<file path="src/rtl/debounce_pkg.sv">
// Shared constants and width helper for the push-button debouncer.
package debounce_pkg;

    localparam int unsigned DB_CYCLES_DEFAULT = 1000;

    // Smallest counter width w with 2**w > cycles.
    function automatic int unsigned min_cnt_w(input int unsigned cycles);
        return $clog2(cycles + 1);
    endfunction

endpackage

</file>
<file path="src/rtl/debounce_channel.sv">
// Single-channel debounce filter: persistence counter, stable level flop, registered edge pulses.
module debounce_channel
    import debounce_pkg::*;
#(
    parameter int unsigned DB_CYCLES = DB_CYCLES_DEFAULT,
    parameter int unsigned CNT_W     = 10,
    parameter logic        RST_VAL   = 1'b0
) (
    input  logic i_clk,
    input  logic i_rst,
    input  logic i_sample,
    output logic o_level,
    output logic o_rise,
    output logic o_fall,
    output logic o_event_nxt
);

    localparam logic [CNT_W-1:0] LP_LAST = CNT_W'(DB_CYCLES - 1);

    logic [CNT_W-1:0] r_count;
    logic             r_level;
    logic             r_rise;
    logic             r_fall;
    logic             w_differ;
    logic             w_accept;

    assign w_differ = (i_sample != r_level);
    assign w_accept = w_differ && (r_count == LP_LAST);

    always_ff @(posedge i_clk) begin
        if (i_rst) begin
            r_count <= '0;
            r_level <= RST_VAL;
            r_rise  <= 1'b0;
            r_fall  <= 1'b0;
        end else begin
            r_rise <= w_accept &  i_sample;
            r_fall <= w_accept & ~i_sample;
            if (!w_differ) begin
                r_count <= '0;
            end else if (w_accept) begin
                r_level <= i_sample;
                r_count <= '0;
            end else begin
                r_count <= r_count + CNT_W'(1);
            end
        end
    end

    assign o_level     = r_level;
    assign o_rise      = r_rise;
    assign o_fall      = r_fall;
    // Lets the top register any_change in the same cycle as the pulses.
    assign o_event_nxt = w_accept;

endmodule

</file>
<file path="src/rtl/multi_button_debouncer.sv">
// N-channel push-button debouncer with level and press/release pulses.
// Define DEBOUNCER_SYNC_EN to insert a 2-FF synchroniser per channel ahead of the filter.
module multi_button_debouncer
    import debounce_pkg::*;
#(
    parameter int unsigned N_CH      = 8,
    parameter int unsigned DB_CYCLES = DB_CYCLES_DEFAULT,
    parameter int unsigned CNT_W     = 10,
    parameter logic        RST_VAL   = 1'b0
) (
    input  logic            clk,
    input  logic            rst,
    input  logic [N_CH-1:0] btn_raw,
    output logic [N_CH-1:0] db_level,
    output logic [N_CH-1:0] db_rise,
    output logic [N_CH-1:0] db_fall,
    output logic            any_change
);

    if (CNT_W < min_cnt_w(DB_CYCLES)) begin : g_bad_cnt_w
        $error("CNT_W too small: 2**CNT_W must exceed DB_CYCLES");
    end
    if (DB_CYCLES < 2) begin : g_bad_db_cycles
        $error("DB_CYCLES must be at least 2");
    end
    if (N_CH < 1) begin : g_bad_n_ch
        $error("N_CH must be at least 1");
    end

    logic [N_CH-1:0] w_sample;
    logic [N_CH-1:0] w_event_nxt;
    logic            r_any_change;

`ifdef DEBOUNCER_SYNC_EN
    logic [N_CH-1:0] r_sync1;
    logic [N_CH-1:0] r_sync2;

    always_ff @(posedge clk) begin
        if (rst) begin
            r_sync1 <= {N_CH{RST_VAL}};
            r_sync2 <= {N_CH{RST_VAL}};
        end else begin
            r_sync1 <= btn_raw;
            r_sync2 <= r_sync1;
        end
    end

    assign w_sample = r_sync2;
`else
    assign w_sample = btn_raw;
`endif

    for (genvar g = 0; g < N_CH; g++) begin : g_ch
        debounce_channel #(
            .DB_CYCLES (DB_CYCLES),
            .CNT_W     (CNT_W),
            .RST_VAL   (RST_VAL)
        ) u_channel (
            .i_clk       (clk),
            .i_rst       (rst),
            .i_sample    (w_sample[g]),
            .o_level     (db_level[g]),
            .o_rise      (db_rise[g]),
            .o_fall      (db_fall[g]),
            .o_event_nxt (w_event_nxt[g])
        );
    end

    always_ff @(posedge clk) begin
        if (rst) begin
            r_any_change <= 1'b0;
        end else begin
            r_any_change <= |w_event_nxt;
        end
    end

    assign any_change = r_any_change;

endmodule

</file>
<file path="config.mk">
export PLATFORM = sky130hd
export DESIGN_NAME = multi_button_debouncer
export DESIGN_NICKNAME = d
export VERILOG_FILES = /design/src/rtl/debounce_pkg.sv /design/src/rtl/debounce_channel.sv /design/src/rtl/multi_button_debouncer.sv
export SDC_FILE = /design/constraint.sdc
export NUM_CORES = 1
export LEC_CHECK = 0
export CORE_MARGIN = 1.5
export CORE_UTILIZATION = 30
export CTS_BUF_LIST = sky130_fd_sc_hd__clkbuf_16
export CTS_CLUSTER_DIAMETER = 200
export DETAILED_ROUTE_END_ITERATION = 10
export HOLD_SLACK_MARGIN = 0.02
export PLACE_DENSITY = 0.54
export SETUP_SLACK_MARGIN = 0.05
export SYNTH_ARGS = -nofsm -noshare
export SYNTH_HDL_FRONTEND = slang
export SYNTH_SLANG_ARGS = --single-unit
</file>
<file path="constraint.sdc">
create_clock -name clk -period 1.8 [get_ports clk]
set_input_delay 0.18 -clock clk [delete_from_list [all_inputs] [get_ports clk]]
set_output_delay 0.18 -clock clk [all_outputs]
set_load 0.02 [all_outputs]
</file>
# ---- After elaboration in Yosys (flattened, before gate mapping)
# Cells that the tools add are included.
dict set report classes {
  n_reduce_logical 25
  n_bitwise 32
  n_eq_ne 16
  n_addsub 8
}
# operator n
set op_table {}
lappend op_table {{$add 10x1->10 const B} 8}
lappend op_table {{$eq 10x10->1 const B} 8}
lappend op_table {{$reduce_or 3->1} 8}
lappend op_table {{$and 1x1->1} 16}
lappend op_table {{$not 1->1} 16}
lappend op_table {{$reduce_and 2->1} 8}
lappend op_table {{$logic_and 1x1->1} 8}
lappend op_table {{$ne 1x1->1} 8}
lappend op_table {{$reduce_or 8->1} 1}
dict set report word_totals {
  elab_cells 114
  in_bits 10
  output_inout_bits 25
  regBits 105
}

# ---- Depth between registers and ports, before layout
# Gate-level depths: netlist (run 1).
dict set report logic_depth {
  depth_word 3
  mapped_depth 6
  depth_no_buf 5
}

# ---- Hierarchy
# A second synthesis (run 1) with hierarchy kept.
dict set report hier_totals {
  hier_cells 460
  area_unflattened_um2 4481.8
}
# mod area_each_um2 instances seq_area_each_um2 cells_per_inst
set modules_own_cells {}
lappend modules_own_cells {debounce_channel 555.5 8 260.2 57}
lappend modules_own_cells {multi_button_debouncer 37.5 1 20.0 4}

# ---- Worst setup path after synthesis (run 1)
# OpenSTA, ideal clock, no wires.
dict set report synth_timing {
  path_kind {register to register}
  from {reg g_ch[3].u_channel.r_count[0]}
  to {reg r_any_change, in the netlist any_change}
  setup_slack_ns 0.134
  path_buffers 1
  required_time_ns 1.723
  setup_ns 0.077
  synth_period_minus_slack_ns 1.666
  path_stages_with_launch 7
  t_arrival_ns 1.589
  path_cell_list {dfxtp_1 ha_1 nand4bb_1 or4_4 buf_6 a2bb2oi_2 a41oi_2}
}
dict set report synth_between {
  elab_chain_cells 3
}
# element line_no
set synth_lines {}
lappend synth_lines {{start: declaration} debounce_channel.sv:20} ;# logic [CNT_W-1:0] r_count;
lappend synth_lines {{start signal: assignment} debounce_channel.sv:45} ;# r_count <= r_count + CNT_W'(1);
lappend synth_lines {{$eq 10x10->1} debounce_channel.sv:28} ;# assign w_accept = w_differ && (r_count == LP_LAST);
lappend synth_lines {{$logic_and 1x1->1} debounce_channel.sv:28}
lappend synth_lines {{$reduce_or 8->1} multi_button_debouncer.sv:73} ;# r_any_change <= |w_event_nxt;
lappend synth_lines {{end signal: assignment} multi_button_debouncer.sv:73}
lappend synth_lines {{end: declaration} multi_button_debouncer.sv:32} ;# logic r_any_change;
# Every way passes these cells.
# A chain may end at the register's enable or synchronous reset.

# ---- Worst setup path after layout (run 1)
# Same ends and word-level chain as after synthesis.

==> results of run 1 <==
final timing paths:
kind | start | to | slack, ns | cells after the start
setup / recovery | g_ch[3].u_channel.r_count[0] | any_change | 0.14 | 5
hold reg to reg | g_ch[6].u_channel.r_count[0] | g_ch[6].u_channel.r_count[0] | 0.45 | 1
setup reg to reg | g_ch[3].u_channel.r_count[0] | any_change | 0.14 | 5
hold / removal | btn_raw[5] | g_ch[5].u_channel.o_fall | 0.45 | 2
final cells by class:
type | instances | share of cell area
Clock buffer | 9 | 0.0433
Tap cell | 184 | 0.0442
Clock inverter | 7 | 0.0120
Multi-Input combinational cell | 330 | 0.406
Timing Repair Buffer | 45 | 0.0837
Inverter | 10 | 0.00721
Sequential cell | 105 | 0.404
metrics by stage:
stage | instances | hold slack [ns]
floorplan | 479 | 0.251
global placement | 674 | 0.437
detailed placement | 674 | 0.437
CTS | 690 | 0.438
global route | 690 | 0.461
finish | 690 | 0.449
Yosys cell counts, drive strengths merged:
cell type / count / area share
nand4bb: 1 / 0.0025
a2bb2oi: 2 / 0.0067
nand2: 28 / 0.025
a21oi: 2 / 0.0022
nor4b: 8 / 0.021
xor2: 27 / 0.053
and4: 3 / 0.0059
o311ai: 1 / 0.0036
nand4b: 4 / 0.0078
dfxtp: 105 / 0.47
nor4: 5 / 0.0070
mux2i: 8 / 0.018
o22a: 1 / 0.0020
nand3b: 1 / 0.0017
nand3: 25 / 0.028
a41oi: 1 / 0.0036
buf: 30 / 0.050
or3: 4 / 0.0056
inv: 10 / 0.0084
nor2: 100 / 0.084
and4b: 4 / 0.0090
nor3: 16 / 0.018
or4: 3 / 0.0067
o21ai: 2 / 0.0022
ha: 8 / 0.022
nand2b: 4 / 0.0056
nand4: 15 / 0.022
xnor2: 43 / 0.084
and3: 12 / 0.017
and2: 2 / 0.0028
clkbuf: 4 / 0.0034
cells by family after synthesis:
family / count (synthesis) / synth area share
AOI/OAI and AO/OA: 9 / 0.0205
xor gates and xnor gates: 70 / 0.137
adders and majority gates: 8 / 0.0224
buffers and inverters: 44 / 0.0616
DFF: 105 / 0.471
muxes: 8 / 0.0179
and+or+nand+nor: 235 / 0.270
state kept, by name (all words and copies together), names as in the netlist:
register	count
g_ch.u_channel.r_count	80
g_ch.u_channel.o_fall	8
g_ch.u_channel.o_level	8
g_ch.u_channel.o_rise	8
any_change	1
what timing repair did:
action	CTS	global route
hold buffers	0	0
setup endpoints to repair	0	31
gates resized for setup	0	4
endpoints found under the hold margin	0	0
power by group through the flow:
stage	logic, mW	registers (mW)	clock network [mW]
3_5_place_dp	0.128	2.41	0
2_1_floorplan	0.0741	2.41	0
5_1_grt	0.144	2.36	2.07
4_1_cts	0.128	2.35	1.98
6_report	0.128	2.35	1.89
3_3_place_gp	0.127	2.41	0
per-layer routing:
layer / up-vias / GRT usage
li1: 1631 / -
met1: 1422 / 0.126
met2: 37 / 0.169
met3: 10 / 0.0359
met4: 0 / 0.0455
met5: - / 0
cells in the final DEF (no fill, tap or decap), types with 3 or more instances in the layout:
cell type,n
xnor2_1,43
xor2_1,27
nand3_1,25
nand2_1,25
and4b_1,4
nand4b_1,4
clkdlybuf4s50_1,34
dfxtp_1,105
inv_1,12
nor4b_1,4
or3_1,3
ha_1,8
nand4_1,14
nor4_1,5
nor2_1,100
mux2i_1,8
nand2_2,3
and4_1,3
nand2b_1,4
nor3_1,16
or4_4,3
nor4b_2,4
buf_4,10
and3_1,12
clkbuf_16,9
==> results.ini, run 1 <==
[run_status]
status = finished clean

[place]
dp_hpwl_um = 5660
dpl_cell_area_um2 = 4890
port-buffer-count = 34
place_ws_ns = 0.0593
place_congestion = 0.747

[clock_tree]
cts_buffers = 9
cts.clk_slew.worst_paths_ns = 0.07
cts_root_buf = clkbuf_16
clkSinkCount = 105
htreeDepth = 3
clk_path_buf_depth = 2
cts_tree = yes
clock_latency_ns = 0.35
post_cts_buffers = 0

[setup_path]
startpoint_type = flop
critPathBufInv = 0
required_ns = 2.07
critPathArrivalTime_ns = 1.93
cp_slowest_stage_delay_ns = 0.59
worst_setup_path_end_kind = flop
path_class = reg -> reg
cp_max_fo = 6
crit_path_cell_trace = ha_1 -> nand4bb_1 -> or4_4 -> a2bb2oi_2 -> a41oi_2
cp_slowest_cell = or4_4
crit_family = simple AND/OR/NAND/NOR gates

[pwr]
peakVddDrop_mv = 0.544
switching_power_uw = 917
powerDensity_nw_per_um2 = 841
finalPower_mw = 4.38
leakage_nw = 1.77
p_sw_frac = 0.210
seq_power_share = 0.538
internal_power_mw = 3.46
comb_power_share = 0.029
clkPwrFrac = 0.433

[floorplanning]
ios = 35
core_um2 = 14500
fp.dieArea_um2 = 15600
start_util = 0.307
fp.dieW_um = 125
dieHeight_um = 125
std_cell_rows = 44

[detailed_routing]
dr_wl_met2_um = 3500
wl_met3_um = 272
drt_pass1_iterations = 4
drcViolationCount = 0
viasPerCell = 4.49
vias = 3100
highest_layer = met4
drt_iter0_markers = 113
wl_met1_um = 3810
finalWirelength_um = 7730
wl_per_cell_um = 11.2
drtAntennaViolNets = 0

[sta]
tightest_slew_ns = 0.504
drv_slew = 0
period_needed_ns = 1.66
clock_skew_ns = 0.00575
hold_viol = 0
fin_ws_ns = 0.143
setup_tns_ns = 0
max_freq_mhz = 603
period_share = 0.921
setup_viol = 0
rsz0062_at_grt = no
maxSlewHeadroom = 0.663

[finish]
regArea_um2 = 2100
multi_input_area_um2 = 2110
drive_gt1_frac = 0.0791
final.fill_count = 1492
syn_to_final_growth_pct = 16.5
antennaDiodeCount = 0
fin_util = 0.358
fin_area_um2 = 5200
final_net_count = 519

[logic_synthesis]
synth_seq_cells = 105
syn_area_um2 = 4470
syn-num-nets = 497
syn_inst = 479
synth_warnings = 0
synth_cell_types = 37
seq_area_frac_synth = 0.471
syn-mean-instance-area_um2 = 9.33

[global_routing]
antenna_found_initial = 0
grt_usage = 0.104
grt_max_degree = 18
overflow = 0
grt_pass1_wl_um = 13200
grt_pass1_vias = 2924

[flow_run]
drv_cap = 0

[hold_path]
hold_path_class = in -> reg

Note: power is estimated with default switching activity, not from simulation.
==> run 2: changes to the inputs <==
--- a/config.mk
+++ b/config.mk
@@ -5,6 +5,7 @@
 export SDC_FILE = /design/constraint.sdc
 export NUM_CORES = 1
 export LEC_CHECK = 0
+export CORE_ASPECT_RATIO = 0.9
 export CORE_MARGIN = 1.5
 export CORE_UTILIZATION = 30
 export CTS_BUF_LIST = sky130_fd_sc_hd__clkbuf_16
==> run 2 against run 1 <==
Sequential share of layout area shrank 0.31 points. Clock power grew 10%. Clock-buffer cell count is the same. Register-to-register slack gained 0.02 ns. Routed wire length grew 3.9%. Core utilization grew 0.090 points. Final cell count grew 2.0%. Worst setup slack gained 0.019 ns. Non-clock buffer count is the same. Via count grew 0.84%. Critical endpoint is now g_ch[1].u_channel.o_rise. Highest routed layer unchanged.
==> results.ini, run 2 (synthesized netlist as in run 1, its figures left out) <==
[finish]
final_net_count = 519  ; unchanged
final_common_cell = dfxtp_1  ; unchanged
regArea_um2 = 2100  ; unchanged
multi_input_area_um2 = 2100  ; was 2110 um^2
final.fill_count = 1484  ; was 1492
layout_common_cells = dfxtp_1, nor2_1, xnor2_1, clkdlybuf4s50_1, xor2_1  ; unchanged
largest_reg_flops = 80  ; unchanged
antennaDiodeCount = 0  ; unchanged
drive_gt1_frac = 0.0850  ; was 0.0791
syn_to_final_growth_pct = 17.4  ; was 16.5%
top_register = g_ch.u_channel.r_count  ; unchanged

[detailed_routing]
drcViolationCount = 0  ; unchanged
wl_per_cell_um = 11.4  ; was 11.2 um
drtAntennaViolNets = 0  ; unchanged
drt_pass1_iterations = 4  ; unchanged
drt_iter0_markers = 103  ; was 113
viasPerCell = 4.44  ; was 4.49
finalWirelength_um = 8040  ; was 7730 um
vias = 3126  ; was 3100

[global_routing]
antenna_found_initial = 0  ; unchanged
grt_pass1_vias = 3008  ; was 2924
grt_usage = 0.110  ; was 0.104
overflow = 0  ; unchanged
grt_max_degree = 26  ; was 18
grt_pass1_wl_um = 13800  ; was 13200 um

[pwr]
internal_power_mw = 3.61  ; was 3.46 mW
leakage_nw = 1.77  ; about the same
comb_power_share = 0.029  ; about the same
switching_power_uw = 952  ; was 917 uW
seq_power_share = 0.516  ; was 0.538
p_sw_frac = 0.209  ; was 0.210
peakVddDrop_mv = 0.480  ; was 0.544 mV
clkPwrFrac = 0.455  ; was 0.433
powerDensity_nw_per_um2 = 870  ; was 841 nW/um^2

[sta]
drv_slew = 0  ; unchanged
setup_viol = 0  ; unchanged
rsz0062_at_grt = no  ; unchanged
period_needed_ns = 1.64  ; was 1.66 ns
holdWs_ns = 0.449  ; about the same
maxSlewHeadroom = 0.743  ; was 0.663
setup_tns_ns = 0  ; unchanged
period_share = 0.910  ; was 0.921
clock_skew_ns = 0.00790  ; was 0.00575 ns
hold_viol = 0  ; unchanged
tightest_slew_ns = 0.382  ; was 0.504 ns
max_freq_mhz = 610  ; was 603 MHz

[run_status]
status = finished clean  ; unchanged

[setup_path]
path_class = reg -> reg  ; unchanged
critPathArrivalTime_ns = 1.89  ; was 1.93 ns
worst_setup_path_end_kind = flop  ; unchanged
required_ns = 2.05  ; was 2.07 ns
rr_startpoint = g_ch[1].u_channel.r_count[0]  ; was g_ch[3].u_channel.r_count[0]
regToRegEndpoint = g_ch[1].u_channel.o_rise  ; was any_change
cp_max_fo = 4  ; was 6
startpoint_type = flop  ; unchanged
reg2reg_depth = 5  ; unchanged
rrSetupSlack_ns = 0.16  ; was 0.14 ns

[hold_path]
hold_start = g_ch[6].u_channel.r_count[0]  ; was btn_raw[5]
hold_path_class = reg -> reg  ; was in -> reg
hold_depth = 1  ; was 2
min_to = g_ch[6].u_channel.r_count[0]  ; was g_ch[5].u_channel.o_fall

[clock_tree]
htreeDepth = 3  ; unchanged
clkSinkCount = 105  ; unchanged
post_cts_buffers = 0  ; unchanged
cts_tree = yes  ; unchanged
cts_buffers = 9  ; unchanged
cts.clk_slew.worst_paths_ns = 0.07  ; about the same
cts_root_buf = clkbuf_16  ; unchanged
clk_path_buf_depth = 2  ; unchanged
clock_latency_ns = 0.34  ; was 0.35 ns

[floorplanning]
start_util = 0.306  ; was 0.307
dieHeight_um = 119  ; was 125 um
fp.dieArea_um2 = 15600  ; about the same
ios = 35  ; unchanged
core_um2 = 14600  ; was 14500 um^2
fp.dieW_um = 132  ; was 125 um
std_cell_rows = 42  ; was 44

[place]
dp_hpwl_um = 5730  ; was 5660 um
place_congestion = 0.734  ; was 0.747
port-buffer-count = 34  ; unchanged

[flow_run]
drv_cap = 0  ; unchanged

## run 2: changes by cell type in the layout (fill, tap and decap cells not counted)
cell        change
o311ai_2        +1
clkinvlp_4      +1
o311ai_4        -1
nand2_2         +1
nand2_1         -1
bufinv_16       +1
inv_1           -2
## run 2: worst max-delay path by stage
stage,start,end,slack [ns],cells after the start
finish,g_ch[1].u_channel.r_count[0],g_ch[1].u_channel.o_rise,0.16,5
global route,g_ch[1].u_channel.r_count[0],g_ch[1].u_channel.o_rise,0.06,5
CTS,g_ch[4].u_channel.r_count[0],g_ch[4].u_channel.r_count[7],0.07,5
detailed placement,g_ch[4].u_channel.r_count[0],g_ch[4].u_channel.r_count[7],0.08,5
global placement,g_ch[1].u_channel.r_count[0],g_ch[1].u_channel.o_level,0.18,6
floorplan,g_ch[3].u_channel.r_count[0],any_change,0.13,6
## run 2: power by group through the flow
stage	clock network (mW)	logic, mW	registers [mW]
floorplan	0	0.0741	2.41
detailed placement	0	0.131	2.41
global placement	0	0.127	2.41
global route	2.23	0.147	2.36
finish	2.08	0.130	2.35
CTS	2.15	0.131	2.35
## run 2: timing repair
item / CTS / global route
hold buffers: 0 / 0
endpoints found under the hold margin: 0 / 0
gates resized for setup: 0 / 4
setup endpoints to repair: 0 / 22
## run 2: worst max-delay path, cell delays in order (launching register included)
cell	delay, ns
dfxtp_1	0.37
ha_1	0.19
nand3b_1	0.08
or4_4	0.51
buf_4	0.17
nor4b_1	0.23
## run 2: per-layer routing
layer / global-route usage / up-vias / part of all wire
li1: - / 1630 / -
met1: 0.137 / 1437 / 0.49
met2: 0.172 / 44 / 0.45
met3: 0.0365 / 15 / 0.045
met4: 0.0472 / 0 / 0.021
met5: 0 / - / 0
## run 2: cell type report
cell class / instances / share of cell area
clock buffers: 9 / 0.0429
inverters: 10 / 0.00716
multi-input cells: 330 / 0.401
well taps: 198 / 0.0472
repair buffers: 45 / 0.0830
flip-flops and latches: 105 / 0.401
clock inverters: 7 / 0.0177
## run 2: through the flow
step	setup WS, ns	cell area [um^2]	utilization	power [mW]	std cells
after floorplan	0.134	4470	-	2.48	479
after global placement	0.183	4910	0.336	2.53	688
after detailed placement	0.0849	4910	0.336	2.54	688
after CTS	0.0727	5230	0.358	4.63	704
after global routing	0.0625	5240	0.359	4.73	704
final	0.162	5240	0.359	4.56	704
